`config.mk`:
```
export PLATFORM = sky130hd
export DESIGN_NAME = external_interrupt_controller
export DESIGN_NICKNAME = d
export VERILOG_FILES = /design/src/rtl/eic_pkg.sv /design/src/rtl/eic_priority_select.sv /design/src/rtl/external_interrupt_controller.sv
export SDC_FILE = /design/constraint.sdc
export NUM_CORES = 1
export LEC_CHECK = 0
export ABC_AREA = 1
export ABC_CLOCK_PERIOD_IN_PS = 2090
export CORE_ASPECT_RATIO = 0.75
export CORE_MARGIN = 4
export CORE_UTILIZATION = 40
export DETAILED_ROUTE_END_ITERATION = 8
export PLACE_DENSITY = 0.7
export SLEW_MARGIN = 20
export SYNTH_ARGS = -nofsm -noshare
export SYNTH_HDL_FRONTEND = slang
export SYNTH_HIERARCHICAL = 1
export SYNTH_SLANG_ARGS = --single-unit
```
`constraint.sdc`:
```
create_clock -name clk -period 2.09 [get_ports clk]
set_clock_uncertainty 0.2 [all_clocks]
set_input_delay 0.418 -clock clk [delete_from_list [all_inputs] [get_ports clk]]
set_output_delay 0.418 -clock clk [all_outputs]
set_load 0.01 [all_outputs]
```
`src/rtl/eic_pkg.sv`:
```
// Shared definitions for the external interrupt controller: register
// offsets, FSM state encoding and CTRL bit positions.
package eic_pkg;

  localparam int unsigned EIC_REG_W = 2;

  // Register offsets relative to BASE_ADDR
  localparam logic [EIC_REG_W-1:0] EIC_REG_CTRL  = 2'd0;
  localparam logic [EIC_REG_W-1:0] EIC_REG_MASK  = 2'd1;
  localparam logic [EIC_REG_W-1:0] EIC_REG_PEND  = 2'd2;
  localparam logic [EIC_REG_W-1:0] EIC_REG_CLAIM = 2'd3;

  // CTRL register bit positions
  localparam int unsigned EIC_CTRL_GE = 0;

  typedef enum logic [1:0] {
    EIC_ST_IDLE    = 2'd0,
    EIC_ST_REQ     = 2'd1,
    EIC_ST_SERVICE = 2'd2
  } eic_state_e;

endpackage

```
`src/rtl/eic_priority_select.sv`:
```
// Find-first-set over NUM_IRQ request bits, searching upward from start
// and wrapping around.
// Ports:
//   req      - candidate request vector
//   start    - index where the search begins (0 for fixed priority)
//   id_c     - first set index found (0 when none)
//   found_c  - at least one request bit set
module eic_priority_select #(
  parameter int unsigned NUM_IRQ = 8,
  parameter int unsigned ID_W    = $clog2(NUM_IRQ)
) (
  input  logic [NUM_IRQ-1:0] req,
  input  logic [ID_W-1:0]    start,
  output logic [ID_W-1:0]    id_c,
  output logic               found_c
);

  int unsigned idx;

  // Wrapping scan; the first hit from start wins
  always_comb begin
    id_c    = '0;
    found_c = 1'b0;
    idx     = 0;
    for (int unsigned i = 0; i < NUM_IRQ; i++) begin
      idx = 32'(start) + i;
      if (idx >= NUM_IRQ) idx = idx - NUM_IRQ;
      if (!found_c && req[ID_W'(idx)]) begin
        found_c = 1'b1;
        id_c    = ID_W'(idx);
      end
    end
  end

endmodule

```
`src/rtl/external_interrupt_controller.sv`:
```
// External interrupt controller: synchronizes NUM_IRQ async lines, detects
// rising edges into PEND, and delivers one interrupt at a time to the core
// through a request/acknowledge/EOI sequence. Memory-mapped on the IO bus.
// Optional: define EIC_ROUND_ROBIN_EN for rotating priority (search starts
// after the last acknowledged ID); otherwise the lowest index wins.
// Ports:
//   clk, rst_n            - clock, async active-low reset
//   irq_in                - async interrupt lines (rising edge significant)
//   int_req, int_id       - request and ID to the core
//   int_ack               - one-cycle acknowledge from the core
//   in_service            - high from acknowledge until EOI
//   io_en_r, io_en_w      - IO read / write strobes
//   io_address            - IO word address
//   io_data_w, io_data_r  - IO write data / registered read data
module external_interrupt_controller
  import eic_pkg::*;
#(
  parameter int unsigned NUM_IRQ   = 8,
  parameter int unsigned ID_W      = $clog2(NUM_IRQ),
  parameter logic [29:0] BASE_ADDR = 30'h3FFF_FFF0
) (
  input  logic               clk,
  input  logic               rst_n,
  input  logic [NUM_IRQ-1:0] irq_in,
  output logic               int_req,
  output logic [ID_W-1:0]    int_id,
  input  logic               int_ack,
  output logic               in_service,
  input  logic               io_en_r,
  input  logic               io_en_w,
  input  logic [29:0]        io_address,
  input  logic [31:0]        io_data_w,
  output logic [31:0]        io_data_r
);

  logic [NUM_IRQ-1:0] sync1, sync2, hist, rise;
  logic [NUM_IRQ-1:0] mask, pend, eligible, w1c_clr, ack_clr;
  logic               ge;
  logic [29:0]        offset;
  logic               addr_hit, wr_en, rd_en, eoi;
  logic [EIC_REG_W-1:0] reg_sel;
  logic [31:0]        rd_data;
  logic [ID_W-1:0]    start_idx, sel_id;
  logic               sel_found;
  eic_state_e         state, state_n;
  logic               int_req_n, in_service_n;
  logic [ID_W-1:0]    int_id_n;
  logic               unused_data_w;

  assign unused_data_w = ^io_data_w;

  // Address decode: only offsets 0..3 from BASE_ADDR respond
  assign offset   = io_address - BASE_ADDR;
  assign addr_hit = (offset < 30'd4);
  assign reg_sel  = offset[EIC_REG_W-1:0];
  assign wr_en    = io_en_w & addr_hit;
  assign rd_en    = io_en_r & addr_hit;
  assign eoi      = wr_en && (reg_sel == EIC_REG_CLAIM);
  assign w1c_clr  = (wr_en && (reg_sel == EIC_REG_PEND)) ? io_data_w[NUM_IRQ-1:0] : '0;

  // Two-flop synchronizer plus history flop for edge detection
  always_ff @(posedge clk or negedge rst_n) begin
    if (!rst_n) begin
      sync1 <= '0;
      sync2 <= '0;
      hist  <= '0;
    end else begin
      sync1 <= irq_in;
      sync2 <= sync1;
      hist  <= sync2;
    end
  end

  assign rise = sync2 & ~hist;

  // CTRL and MASK registers
  always_ff @(posedge clk or negedge rst_n) begin
    if (!rst_n) begin
      ge   <= 1'b0;
      mask <= '0;
    end else if (wr_en) begin
      if (reg_sel == EIC_REG_CTRL) ge   <= io_data_w[EIC_CTRL_GE];
      if (reg_sel == EIC_REG_MASK) mask <= io_data_w[NUM_IRQ-1:0];
    end
  end

  // Pending bits: a new edge beats any same-cycle clear
  always_ff @(posedge clk or negedge rst_n) begin
    if (!rst_n) pend <= '0;
    else        pend <= (pend & ~(w1c_clr | ack_clr)) | rise;
  end

  assign eligible = ge ? (pend & mask) : '0;

`ifdef EIC_ROUND_ROBIN_EN
  logic [ID_W-1:0] last_id;

  // Last acknowledged ID; reset value makes the first search start at 0
  always_ff @(posedge clk or negedge rst_n) begin
    if (!rst_n)                              last_id <= ID_W'(NUM_IRQ - 1);
    else if (state == EIC_ST_REQ && int_ack) last_id <= int_id;
  end

  assign start_idx = (last_id == ID_W'(NUM_IRQ - 1)) ? '0 : last_id + ID_W'(1);
`else
  assign start_idx = '0;
`endif

  eic_priority_select #(
    .NUM_IRQ (NUM_IRQ),
    .ID_W    (ID_W)
  ) u_select (
    .req     (eligible),
    .start   (start_idx),
    .id_c    (sel_id),
    .found_c (sel_found)
  );

  // FSM and output registers
  always_ff @(posedge clk or negedge rst_n) begin
    if (!rst_n) begin
      state      <= EIC_ST_IDLE;
      int_req    <= 1'b0;
      int_id     <= '0;
      in_service <= 1'b0;
    end else begin
      state      <= state_n;
      int_req    <= int_req_n;
      int_id     <= int_id_n;
      in_service <= in_service_n;
    end
  end

  // Next state; int_req rises one cycle after the ID is latched
  always_comb begin
    state_n      = state;
    int_req_n    = int_req;
    int_id_n     = int_id;
    in_service_n = in_service;
    ack_clr      = '0;
    case (state)
      EIC_ST_IDLE: begin
        int_req_n = 1'b0;
        if (sel_found) begin
          int_id_n = sel_id;
          state_n  = EIC_ST_REQ;
        end
      end
      EIC_ST_REQ: begin
        if (int_ack) begin
          ack_clr[int_id] = 1'b1;
          in_service_n    = 1'b1;
          int_req_n       = 1'b0;
          state_n         = EIC_ST_SERVICE;
        end else if (!ge || !mask[int_id]) begin
          int_req_n = 1'b0;
          state_n   = EIC_ST_IDLE;
        end else begin
          int_req_n = 1'b1;
        end
      end
      EIC_ST_SERVICE: begin
        int_req_n = 1'b0;
        if (eoi) begin
          in_service_n = 1'b0;
          state_n      = EIC_ST_IDLE;
        end
      end
      default: begin
        int_req_n = 1'b0;
        state_n   = EIC_ST_IDLE;
      end
    endcase
  end

  // Register read mux
  always_comb begin
    rd_data = '0;
    case (reg_sel)
      EIC_REG_CTRL:  rd_data = {31'd0, ge};
      EIC_REG_MASK:  rd_data = 32'(mask);
      EIC_REG_PEND:  rd_data = 32'(pend);
      EIC_REG_CLAIM: rd_data = {in_service, {(31 - ID_W){1'b0}}, int_id};
      default:       rd_data = '0;
    endcase
  end

  always_ff @(posedge clk or negedge rst_n) begin
    if (!rst_n)     io_data_r <= '0;
    else if (rd_en) io_data_r <= rd_data;
  end

endmodule

```
==> summary.md <==
| Metric | Value |
|---|---|
| Status | complete, but fails checks |
| Failing checks | negative setup slack |
| Initial antenna violation count | 0 |
| Die height | roughly 100 um |
| Sw Pwr | between 1 and 1.5 mW |
| RSZ-0062 raised after global routing | yes |
| Sequential Power Share | a little under a third |
| Core area | roughly 0.011 mm^2 |
| Number of synthesis warnings | 6 |
| Hold/Removal Path Class | reg -> reg |
| Final RePlAce weighted congestion | between 0.9 and 1 |
| Crit share post-route | 114% |
| Worst setup slack after layout | -287 ps |
| PwrDens | 562 mW/mm^2 |
| Logic gate share of total power | approximately 33% |
| Startpoint type of the worst setup path | flip-flop |
| Clock power frac | 35.8% |
| #FFs+latches synth | 57 |
| Max Cap Viol | 0 |
| Max Fclk | about 420 MHz |
| 1st-pass router iterations | 5 |
| Dominant cell type by area after synthesis | dfrtp_1 |
| Crit path cell chain | clkinv_4 > buf_6 > nor3_4 > nand2_2 > nand3_2 > nand2_2 > nand2_2 > nand2_4 > nand3_4 > buf_4 > nor2_2 > nand3_1 > nand2_1 > nor2_1 > nand3_1 > nor2_1 > a21oi_1 |
| Drt initial violations | between 300 and 400 |
| Crit path from | ge |
| CP max stage cell | dfrtp_1 |
| Min cycle time layout | approximately 2400 ps |
| Final Hold Violating Endpoints | 0 |
| Flop2flop setup slack | -290 ps |
| Clock Tree Buf Depth | 2 |
| Top cells by area in the synthesized netlist | dfrtp_1 32%, nand2_1 15%, nand3_1 8.6% |
| Worst reg2reg path depth | 17 |
| Cell Rows | 33 |
| Slew margin rel. | between 60% and 70% |
| CP Capture Type | flip-flop |
| Drt total wl | around 15 mm |
| Drt drc | 0 |
| Mapped Cells | 668 |
| Final Util | between 60% and 70% |
| CTS Sinks | 57 |
| Top Ports | roughly 110 |
| CP max FO | 6 |
| Critical path required time | around 2100 ps |
| Synth unique cells | 41 |
| Antenna cells | 0 |
| Leakage power | roughly 3.5 nW |
| Largest net degree at the start of global routing | 27 |
| Vias | around 5.2k |
| # port buffers | 64 |
| Vias in the first global route | 4,784 |
| CTS tree | built |
| WL per Instance | roughly 14 um |
| Antenna Violating Nets Remaining | 0 |
| Fin Hold WS | roughly 140 ps |
| Mapped Area | about 0.0045 mm^2 |
| Slew Viols, Final | 0 |
| Post-synth top area share | a little under a third |
| RR Endpoint | int_id[2] |
| DR vias/cell | 5.02 |
| Die area | between 0.01 and 0.015 mm^2 |
| Layout area overhead | 64.1% |
| DP Wirelength | about 11 mm |
| H-tree depth reported by CTS | 3 |
| Crit path kind | reg -> reg |
| Clk slew on worst S/H paths | about 50 ps |
| Nets | between 900 and 1k |
| Internal Power | 2.72 mW |
| R2R Path Start | ge |
| Worst vdd ir | 0.000636 V |
| Clock Latency Late Sink | 340 ps |
| CP max stage delay | slightly above 400 ps |
| CTS Buf Count | 9 |
| Sw Share | approximately a third |
| Worst Setup EP | int_id[2] |
| Most common cell on crit path | nand2_2 |
| Die W | roughly 130 um |
| Avg Inst Size Synth | roughly 6.7 um^2 |
| Clk Tree Root Cell | clkbuf_16 |
| Setup violations, final | 32 |
| Proportion of layout cells with a drive suffix above 1 | 42.8% |
| Worst-margin pin slew | a little under 600 ps |
| Global-route wire length before repair | 23.2 mm |
| Sequential area share after synthesis | 31.8% |
| Overflow after GRT | 0 |
| WP data arrival | 2390 ps |
| Total GRT Usage | 22.4% |
| Initial Utilization | roughly 41% |
==> cells in the mapped netlist, drive strengths merged <==
cell	count
nand3b	4
a21boi	2
nor2	106
nand3	86
buf	30
nand4	15
o22ai	11
o21ai	17
dfrtp	57
o21bai	2
a221oi	1
ha	2
a31oi	2
nor3	14
conb	1
clkinv	2
clkbuf	1
or2	1
a21oi	9
nor2b	1
and2	2
nand2	199
xor2	4
inv	94
xnor2	3
a211oi	2
==> final cells by class <==
cell class,instances,area (um^2)
Tap cell,140,175
Sequential cell,57,1430
Clock inverter,6,67.6
Fill cell,896,3590
Inverter,96,373
Clock buffer,10,239
Timing Repair Buffer,201,1770
Multi-Input combinational cell,517,3300
==> worst max-delay path, delay by kind of cell (launching register included) <==
family	cells	cell delay, ps
flip-flops	1	410
buffers and inverters	3	390
AO/OA/AOI/OAI	1	60
AND/OR/NAND/NOR	13	1180
==> flip-flops by register name, summed over array words and instances, names as in the netlist <==
signal	cells
hist	8
mask	8
int_id	3
sync2	8
in_service	1
pend	8
sync1	8
io_data_r	9
int_req	1
state	2
ge	1
==> power by group through the flow <==
stage	Sequential (mW)	Combinational, mW	Clock (mW)
6_report	1.30	1.35	1.48
2_1_floorplan	1.30	0.643	0
3_5_place_dp	1.32	1.11	0
5_1_grt	1.32	1.48	1.56
4_1_cts	1.30	1.21	1.52
3_3_place_gp	1.31	1.10	0
==> stage by stage <==
step / instances / power (mW) / setup TNS, ps / area (um^2) / setup WS, ps
2_1_floorplan: 698 / 1.95 / -123 / 4680 / -50.8
6_report: 1027 / 4.14 / -3230 / 7350 / -287
3_5_place_dp: 972 / 2.43 / -26610 / 6040 / -961
5_1_grt: 1027 / 4.35 / -5980 / 7350 / -392
4_1_cts: 1013 / 4.02 / -343 / 6870 / -76.3
3_3_place_gp: 972 / 2.41 / -25350 / 6040 / -901
==> worst min-delay path by stage <==
| stage | from | cells after the start | slack [ps] | endpoint |
|---|---|---|---|---|
| floorplan | rst_n | 0 | -80 | ge |
| global placement | sync1[1] | 0 | 130 | sync2[1] |
| global route | sync1[3] | 0 | 160 | sync2[3] |
| finish | sync1[1] | 0 | 140 | sync2[1] |
| CTS | sync1[1] | 0 | 150 | sync2[1] |
| detailed placement | sync1[1] | 0 | 130 | sync2[1] |
==> cell usage in the layout, fill, tap and decap left out, types with 5 or more instances in the layout <==
| cell type | n |
|---|---|
| buf_2 | 6 |
| nand3_2 | 27 |
| buf_4 | 116 |
| nor2_4 | 30 |
| nand3_1 | 53 |
| buf_8 | 5 |
| nor2_2 | 11 |
| clkdlybuf4s50_1 | 36 |
| nand2_2 | 56 |
| nand2_8 | 5 |
| nor3_1 | 6 |
| buf_6 | 24 |
| o21ai_2 | 12 |
| nand2_4 | 14 |
| dfrtp_1 | 57 |
| nor2_1 | 64 |
| inv_2 | 16 |
| nand4_1 | 14 |
| a21oi_1 | 6 |
| o22ai_1 | 11 |
| nand2_1 | 124 |
| clkbuf_16 | 9 |
| nand3_4 | 9 |
| inv_1 | 75 |
| conb_1 | 31 |
==> per-layer routing <==
layer	GRT usage, %	vias to the layer above	share of wire, %
met5	0	-	0
met4	4.55	0	1.3
met3	4.78	25	8.6
met2	32.6	225	44
met1	34.3	2394	46
li1	-	2511	-
==> kinds of logic after synthesis <==
| family | after synthesis | share of synthesized area, % |
|---|---|---|
| adders and majority gates | 2 | 0.558 |
| xor gates and xnor gates | 7 | 1.54 |
| buffers and inverters | 127 | 13.4 |
| other | 1 | 0.0837 |
| DFF | 57 | 31.8 |
| and+or+nand+nor | 428 | 45.6 |
| AOI/OAI and AO/OA | 46 | 6.98 |
==> what timing repair did <==
item	in CTS	in global routing
endpoints found under the setup margin	32	32
endpoints found under the hold margin	22	0
buffers inserted	20	16
pin swaps	54	60
resized for setup	195	111
gates cloned	4	0
hold buffers	1	0
Power figures use the tool's default switching activity.
